## config.mk

```make
export PLATFORM = sky130hd
export DESIGN_NAME = dsp_file_buffer
export DESIGN_NICKNAME = d
export VERILOG_FILES = /design/src/rtl/dsp_file_buffer.sv
export SDC_FILE = /design/constraint.sdc
export NUM_CORES = 2
export LEC_CHECK = 0
export CAP_MARGIN = 20
export CORE_MARGIN = 5
export CORE_UTILIZATION = 40
export CTS_BUF_LIST = sky130_fd_sc_hd__clkbuf_8 sky130_fd_sc_hd__clkbuf_16
export CTS_CLUSTER_SIZE = 24
export DETAILED_ROUTE_END_ITERATION = 6
export GPL_ROUTABILITY_DRIVEN = 0
export GPL_TIMING_DRIVEN = 0
export PLACE_DENSITY_LB_ADDON = 0.15
export SETUP_SLACK_MARGIN = 0.02
export SYNTH_ARGS = -nofsm -noshare
export SYNTH_HDL_FRONTEND = slang
export SYNTH_SLANG_ARGS = --single-unit
```

## constraint.sdc

```tcl
create_clock -name wb_clk -period 5.26 [get_ports wb_clk]
set_input_delay 1.052 -clock wb_clk [delete_from_list [all_inputs] [get_ports wb_clk]]
set_output_delay 1.052 -clock wb_clk [all_outputs]
set_load 0.01 [all_outputs]
```

## src/rtl/dsp_file_buffer.sv

```systemverilog
// dsp_file_buffer: circular word buffer shared by a host push/pop port and an
// equation-engine file port. Define DSP_FILE_BUFFER_LEVEL_EN to add the level output.
module dsp_file_buffer #(
    parameter int         dw         = 32,
    parameter int         DEPTH_LOG2 = 6,
    parameter logic [7:0] FILE_ID    = 8'h00
) (
    input  logic          wb_clk,
    input  logic          wb_rst_n,
    input  logic          host_wr_en,
    input  logic [dw-1:0] host_wr_data,
    input  logic          host_rd_en,
    output logic [dw-1:0] host_rd_data,
    input  logic [7:0]    file_num,
    input  logic          file_read,
    input  logic          file_write,
    input  logic [31:0]   file_write_data,
    output logic [31:0]   file_read_data,
    output logic          file_active,
    output logic [31:0]   rd_ptr,
    output logic [31:0]   wr_ptr,
    output logic          overflow,
    output logic          underflow
`ifdef DSP_FILE_BUFFER_LEVEL_EN
    ,
    output logic [DEPTH_LOG2:0] level
`endif
);

    localparam int DEPTH = 1 << DEPTH_LOG2;

    localparam logic [2:0] S_IDLE      = 3'd0;
    localparam logic [2:0] S_RD_ACTIVE = 3'd1;
    localparam logic [2:0] S_RD_HOLD   = 3'd2;
    localparam logic [2:0] S_WR_ACTIVE = 3'd3;
    localparam logic [2:0] S_RELEASE   = 3'd4;

    logic [dw-1:0]         mem [DEPTH];
    logic [DEPTH_LOG2:0]   rd_p, wr_p, rd_p_nxt, wr_p_nxt;
    logic [DEPTH_LOG2-1:0] rd_idx, wr_idx;
    logic [2:0]            state, state_nxt;
    logic                  empty, full, selected;
    logic                  rd_start, wr_start, rd_busy;
    logic                  host_pop, eng_pop, pop_any;
    logic                  host_push, eng_push, eng_stall;
    logic                  mem_we, ovf_set, unf_set, active_nxt;
    logic [dw-1:0]         mem_wdata;

    assign rd_idx   = rd_p[DEPTH_LOG2-1:0];
    assign wr_idx   = wr_p[DEPTH_LOG2-1:0];
    assign empty    = (rd_p == wr_p);
    assign full     = (rd_idx == wr_idx) && (rd_p[DEPTH_LOG2] != wr_p[DEPTH_LOG2]);
    assign selected = (file_num == FILE_ID);

    assign rd_start = (state == S_IDLE) && selected && file_read && !empty;
    assign wr_start = (state == S_IDLE) && selected && file_write && !file_read;

    // An engine read owns the head word from the cycle it starts until its pop.
    assign rd_busy  = rd_start || (state == S_RD_ACTIVE) || (state == S_RD_HOLD);
    assign host_pop = host_rd_en && !empty && !rd_busy;
    assign eng_pop  = (state == S_RD_HOLD);
    assign pop_any  = host_pop || eng_pop;

    // Any pop this cycle frees a slot, so a push into a full buffer still lands.
    assign host_push = host_wr_en && (!full || pop_any);
    assign eng_stall = (state == S_WR_ACTIVE) && host_wr_en;
    assign eng_push  = (state == S_WR_ACTIVE) && !host_wr_en && (!full || pop_any);
    assign ovf_set   = full && !pop_any && (host_wr_en || (state == S_WR_ACTIVE));
    assign unf_set   = host_rd_en && empty && !rd_busy;

    assign mem_we    = host_push || eng_push;
    assign mem_wdata = host_push ? host_wr_data : dw'(file_write_data);
    assign rd_p_nxt  = rd_p + {{DEPTH_LOG2{1'b0}}, pop_any};
    assign wr_p_nxt  = wr_p + {{DEPTH_LOG2{1'b0}}, mem_we};

    always_comb begin
        // NOTE: default assignment first so no path through the case leaves state_nxt unassigned (no latch).
        state_nxt = state;
        case (state)
            S_IDLE: begin
                if (rd_start)      state_nxt = S_RD_ACTIVE;
                else if (wr_start) state_nxt = S_WR_ACTIVE;
            end
            S_RD_ACTIVE: state_nxt = S_RD_HOLD;
            S_RD_HOLD:   state_nxt = S_RELEASE;
            S_WR_ACTIVE: if (!eng_stall) state_nxt = S_RELEASE;
            S_RELEASE:   if (!file_read && !file_write) state_nxt = S_IDLE;
            default:     state_nxt = S_IDLE;
        endcase
    end

    assign active_nxt = (state_nxt == S_RD_ACTIVE) || (state_nxt == S_RD_HOLD) ||
                        (state_nxt == S_WR_ACTIVE);

    // NOTE: storage array has no reset; its contents are only meaningful once written.
    always_ff @(posedge wb_clk) begin
        if (mem_we) mem[wr_idx] <= mem_wdata;
    end

    // NOTE: non-blocking assignments for all registered state so every flop samples pre-edge values.
    always_ff @(posedge wb_clk or negedge wb_rst_n) begin
        if (!wb_rst_n) begin
            state          <= S_IDLE;
            rd_p           <= '0;
            wr_p           <= '0;
            file_active    <= 1'b0;
            file_read_data <= '0;
            host_rd_data   <= '0;
            overflow       <= 1'b0;
            underflow      <= 1'b0;
`ifdef DSP_FILE_BUFFER_LEVEL_EN
            level          <= '0;
`endif
        end else begin
            state        <= state_nxt;
            rd_p         <= rd_p_nxt;
            wr_p         <= wr_p_nxt;
            file_active  <= active_nxt;
            host_rd_data <= mem[rd_idx];
            if (rd_start) file_read_data <= 32'(mem[rd_idx]);
            if (ovf_set)  overflow  <= 1'b1;
            if (unf_set)  underflow <= 1'b1;
`ifdef DSP_FILE_BUFFER_LEVEL_EN
            level        <= wr_p_nxt - rd_p_nxt;
`endif
        end
    end

    assign rd_ptr = 32'(rd_p);
    assign wr_ptr = 32'(wr_p);

endmodule

```

Word level (Yosys, flattened, before mapping)
Memory sizes are Yosys's and may differ from the RTL's.
Index checks and enable logic that the tools add are counted.
{"block": "word_totals", "reg_bits": 84, "ram_bits": 2048, "inputBits": 78, "out_inout_bits": 131, "wordCells": 63, "mem_count": 1}
{"block": "classes", "add_sub_neg": 2, "eq_ne": 10, "mux": 8, "n_reduce_logical": 34}
{"memory": "mem", "words": 64, "width": 32, "read_ports": 1, "rd_ports_with_merged_regs": 0, "write_ports": 1, "line_no": "38", "source": "logic [dw-1:0] mem [DEPTH];"}
{"operator": "two-way mux 32 bit", "n": 1}
{"operator": "logical AND 1 bit", "n": 17}
{"operator": "case mux 3 bit (5 select lines)", "n": 1}
{"operator": "adder 7 x 1 -> 7 bit", "n": 2}
{"operator": "== test 3 x 2 -> 1 bit, second input constant", "n": 4}
{"operator": "two-way mux 3 bit", "n": 4}
{"operator": "logical NOT 8 bit", "n": 1}
{"operator": "logical OR 1 bit", "n": 8}
{"operator": "== test 7 bit", "n": 1}
{"operator": "logical NOT 1 bit", "n": 7}
{"operator": "== test 3 x 1 -> 1 bit, second input constant", "n": 2}
{"operator": "== test 6 bit", "n": 1}
{"operator": "== test 3 bit, second input constant", "n": 1}
{"operator": "logical NOT 3 bit", "n": 1}
{"operator": "two-way mux 1 bit", "n": 2}
{"operator": "!= test 1 bit", "n": 1}

Longest topological paths before layout
{"block": "logic_depth", "ltp_word": 14, "depth_mapped": 12, "mapped_depth_nobuf": 9}

Worst setup path before layout
OpenSTA, ideal clock, no wires.
{"block": "synth_path", "kind": "input-to-reg", "start": "input file_num[0]", "end": "memory mem[19][0], enable pin", "setup_ps": 461, "arrival_ps": 4128, "required_ps": 4799, "setup_slack_ps": 671, "stages": 5, "path_buffers": 0, "path_cell_list": "nor3_1 -> and4_1 -> o2111ai_1 -> nand3_1 -> nor3_1"}
{"block": "synth_between", "elab_chain_cells": 14, "word_cells_on_any_way": 15, "classes_between": "mux: 2; reduce/logical: 13"}
{"item": "start, declared", "line_no": "14", "source": "input logic [7:0] file_num,"}
{"item": "logical NOT 8 bit *", "line_no": "53", "source": "assign selected = (file_num == FILE_ID);"}
{"item": "logical AND 1 bit * (3 in series)", "line_no": "55", "source": "assign rd_start = (state == S_IDLE) && selected && file_read && !empty;"}
{"item": "logical OR 1 bit * (2 in series)", "line_no": "59", "source": "assign rd_busy = rd_start || (state == S_RD_ACTIVE) || (state == S_RD_HOLD);"}
{"item": "logical NOT 1 bit *", "line_no": "60", "source": "assign host_pop = host_rd_en && !empty && !rd_busy;"}
{"item": "logical AND 1 bit *", "line_no": "60"}
{"item": "logical OR 1 bit *", "line_no": "62", "source": "assign pop_any = host_pop || eng_pop;"}
{"item": "logical OR 1 bit *", "line_no": "65, 67"}
{"item": "logical AND 1 bit, on equally long branches", "line_no": "65, 67"}
{"item": "logical OR 1 bit *", "line_no": "71", "source": "assign mem_we = host_push || eng_push;"}
{"item": "two-way mux 1 bit *", "line_no": "97", "source": "if (mem_we) mem[wr_idx] <= mem_wdata;"}
{"item": "two-way mux 1 bit (implied by the code) *", "line_no": "97"}
{"item": "end, declared", "line_no": "38"}
Mark *: on every way between the ends. The rest lies on a longest branch, timed or not.

Worst setup path after layout
{"block": "layout_path", "start": "register wr_p[5]", "end": "memory mem[34][30], enable pin"}
{"block": "layout_between", "elab_chain_cells": 13, "word_cells_on_any_way": 18, "classes_between": "eq/ne: 2; mux: 2; reduce/logical: 14"}
{"item": "start, declared", "line_no": "39", "source": "logic [DEPTH_LOG2:0] rd_p, wr_p, rd_p_nxt, wr_p_nxt;"}
{"item": "start signal, assigned", "line_no": "117", "source": "wr_p <= wr_p_nxt;"}
{"item": "== test 7 bit", "line_no": "51", "source": "assign empty = (rd_p == wr_p);"}
{"item": "logical NOT 1 bit", "line_no": "55, 60"}
{"item": "logical AND 1 bit", "line_no": "55"}
{"item": "logical OR 1 bit (2 in series)", "line_no": "59"}
{"item": "logical NOT 1 bit", "line_no": "60"}
{"item": "logical AND 1 bit", "line_no": "60"}
{"item": "logical OR 1 bit", "line_no": "62"}
{"item": "logical OR 1 bit", "line_no": "65, 67"}
{"item": "logical AND 1 bit, on equally long branches", "line_no": "65, 67"}
{"item": "logical OR 1 bit", "line_no": "71"}
{"item": "two-way mux 1 bit", "line_no": "97"}
{"item": "two-way mux 1 bit (implied by the code)", "line_no": "97"}
Parallel ways exist; a longest one is shown, timed or not.

==> impl_results.md <==
* Largest net degree at the start of global routing at 73
* Slew headroom at 0.164
* Clock skew at around 0.045 ns
* Syn Std Cell Area at around 83000 um2
* Yosys reg bits at ~2.1k
* Sequential element share of the synthesized area at 0.770
* Share of cells above drive strength 1 at 0.264
* Crit-path cells: clkbuf_1 > xor2_1 > nor2_1 > o2111ai_1 > and2_1 > clkbuf_1 > nand4_1 > nor2_4 > buf_12
* Fin worst setup slack at -0.115 ns
* Synth area leader: edfxtp_1
* Die span in y at between 400 and 500 um
* ANT nets after route at 0
* Post-synth top area share at 0.745
* DRT Wirelength at 272 mm
* Root buffer cell: clkbuf_16
* Hold WC Path Type: register to register
* Met1 Use GR at 0.336
* Post-route clock period utilization at 1.02
* Max FO, Critical Path at 21
* Worst Path Buf+Inv at 3
* LEAKAGE at 0.0326 uW
* Avg Cell Area, Syn at around 20 um2
* Grt ovf at 0
* Hold Fails Final Rpt at 0
* First-pass GRT wire length at roughly 370 mm
* Worst Path Required at 5.81 ns
* GRT Util Overall at 0.248
* CP most frequent cell: clkbuf_1
* Site row count at approximately 170
* Max_cap viols at 0
* Total Neg Setup Slack at -4.18 ns
* TritonCTS clock tree: yes
* Chip Width at roughly 460 um
* Pins Over Slew Limit at 0
* Outcome: finished with violations
* Met3 Use GR at 0.0696
* Top-count cell post-synth: edfxtp_1
* Final layout net count at 4730
* Clk buf depth at 3
* Hold slack at ~0.50 ns
* Clk pin slew, worst setup/hold paths at approximately 0.070 ns
* Final setup vio count at 79
* Async set-reset flop share out of synthesis at 0.0394
* Met2 Usage GRT at 0.382
* Worst VDD drop at around 0.42 mV
* Cell variety after synth at 66
* Yosys warns at 0
* Placed insts at between 7k and 8k
* Pwr Density at between 500 and 600 nW/um2
* Final non-filler cell area at between 90000 and 100000 um2
* Data arrival time of the worst path at slightly below 6 ns
* Final min period at 5.38 ns
* H-tree depth at 4
* Delay of the slowest critical-path stage at slightly above 0.9 ns
* Die area at around 220000 um2
* Cts bufs inserted at 219
* Multi-input logic area at approximately 18000 um2
* CP max stage cell: nand4_1
* Worst-margin pin slew at 1.25 ns
* Top cells by count, synth: edfxtp_1 (2048), mux4_2 (341), mux2i_1 (286), mux2_2 (154), nand2_1 (117)
* Post-synth top flop: edfxtp_1
* Fillers at 16.8k
* Total I/O pin count at 209
* Detailed Place HPWL at 187 mm
* Type of element capturing the critical path: register
* Core footprint at roughly 200000 um2
* Unrepaired setup endpoints after global routing: true
* Vias per cell at just under 6
* Clk Latency, worst-skew pair at between 0.8 and 0.9 ns
* First-pass DRT Iterations at 6
* Area growth syn-to-layout at 19.3%
* DR DRC count at 0
* Startpoint Class: register
* Via count at between 40k and 50k
* Crit Path Category: register to register
* Vias in the first global route at between 40k and 50k
* Post-synth EDFFs at ~2k
* Post-DP Area at between 90000 and 100000 um2
* Delay-heaviest family, CP: simple AND/OR/NAND/NOR gates
* Final Non-Filler Cells at around 7.5k
* Largest cells by area after synthesis: edfxtp_1 (74%), mux4_2 (9.3%), mux2i_1 (3.5%), dfrtp_1 (2.5%), mux2_2 (2.1%)
* Gr busiest metal: met2
* Post-Syn Instances at 4012
* Initial antenna violation count at 10
* Seq. cell area at roughly 64000 um2
* Port bufs at between 150 and 200
* Clk sinks at about 2.1k
* Starting Density at 0.403
* Max Freq at about 190 MHz
* Starting DRT DRC Count at between 5k and 6k
* Failing checks: setup timing
* Wire per inst at about 36 um
## path summary, 6_finish.rpt
path	start	to	slack [ns]	cells past startpoint
min in group asynchronous	wb_rst_n	host_rd_data[11]	0.59	2
max	wr_p[5]	mem[34][30]	-0.12	9
max reg2reg	wr_p[5]	mem[34][30]	-0.12	9
min reg2reg	underflow	underflow	0.50	1
min	underflow	underflow	0.50	1
max in group asynchronous	wb_rst_n	file_read_data[18]	3.83	3
## state kept, by name, summed over array words and instances, names as in the netlist
signal	cells
wr_p	7
host_rd_data	32
mem	2048
file_active	1
underflow	1
file_read_data	32
rd_p	7
overflow	1
state	3
## metrics by stage
stage          worst slack, ns  utilization  total power [uW]
2_1_floorplan            0.671            -             29500
3_5_place_dp            -0.553        0.443             38000
5_1_grt                -0.0739        0.480             54400
4_1_cts                 0.0105        0.479             52900
6_report                -0.115        0.480             52800
3_3_place_gp             -5.11        0.428             37400
## layout by cell type, fill, tap and decap left out, drive strengths merged, types with 50 or more instances in the layout
cell type,synthesis,routed
clkinv,1,110
mux4,341,341
mux2,154,154
dfrtp,84,84
buf,211,419
edfxtp,2048,2048
nor2,104,104
a21oi,64,64
nand2,117,117
clkdlybuf4s50,0,157
a22o,57,57
inv,8,68
conb,1,50
mux2i,286,286
clkbuf,70,294
a22oi,84,84
o21ai,61,61
## area by class of cell
type | instances | area share
diodes | 3 | 0.0000762
plain buffers | 281 | 0.0162
clock buffers | 224 | 0.0564
clock inverters | 186 | 0.0139
inverters | 9 | 0.000343
multi-input cells | 1639 | 0.183
flip-flops and latches | 2132 | 0.646
well taps | 2688 | 0.0342
repair buffers | 366 | 0.0502
## logic make-up after synthesis
family / count (synthesis) / synth area share
flip-flops: 2132 / 0.770
multiplexers: 781 / 0.149
AO/OA/AOI/OAI: 458 / 0.0406
AND/OR/NAND/NOR: 328 / 0.0179
buffers and inverters: 290 / 0.0197
XOR/XNOR: 18 / 0.00191
adder cells (fa/ha/maj): 4 / 0.000606
other: 1 / 0.0000454
## power by group
part | switching (uW) | total (uW) | internal, uW | leakage (uW)
Sequential | 305 | 19900 | 19600 | 0.0195
Combinational | 11800 | 18000 | 6200 | 0.00953
Clock | 6640 | 15000 | 8330 | 0.00360
## what timing repair did
item                                    4_1_cts  5_1_grt
gates resized for setup                       2        0
endpoints found under the hold margin         1        0
setup buffers                                45       16
pin swaps                                    22        8
hold buffers                                  1        0
endpoints found under the setup margin      549      142
## per-layer routing
| layer | routed length [um] | share of wire |
|---|---|---|
| met5 | 14 | 0.000051 |
| met4 | 12600 | 0.046 |
| met3 | 27100 | 0.10 |
| met2 | 124000 | 0.46 |
| met1 | 108000 | 0.40 |
Power figures use the tool's default switching activity.
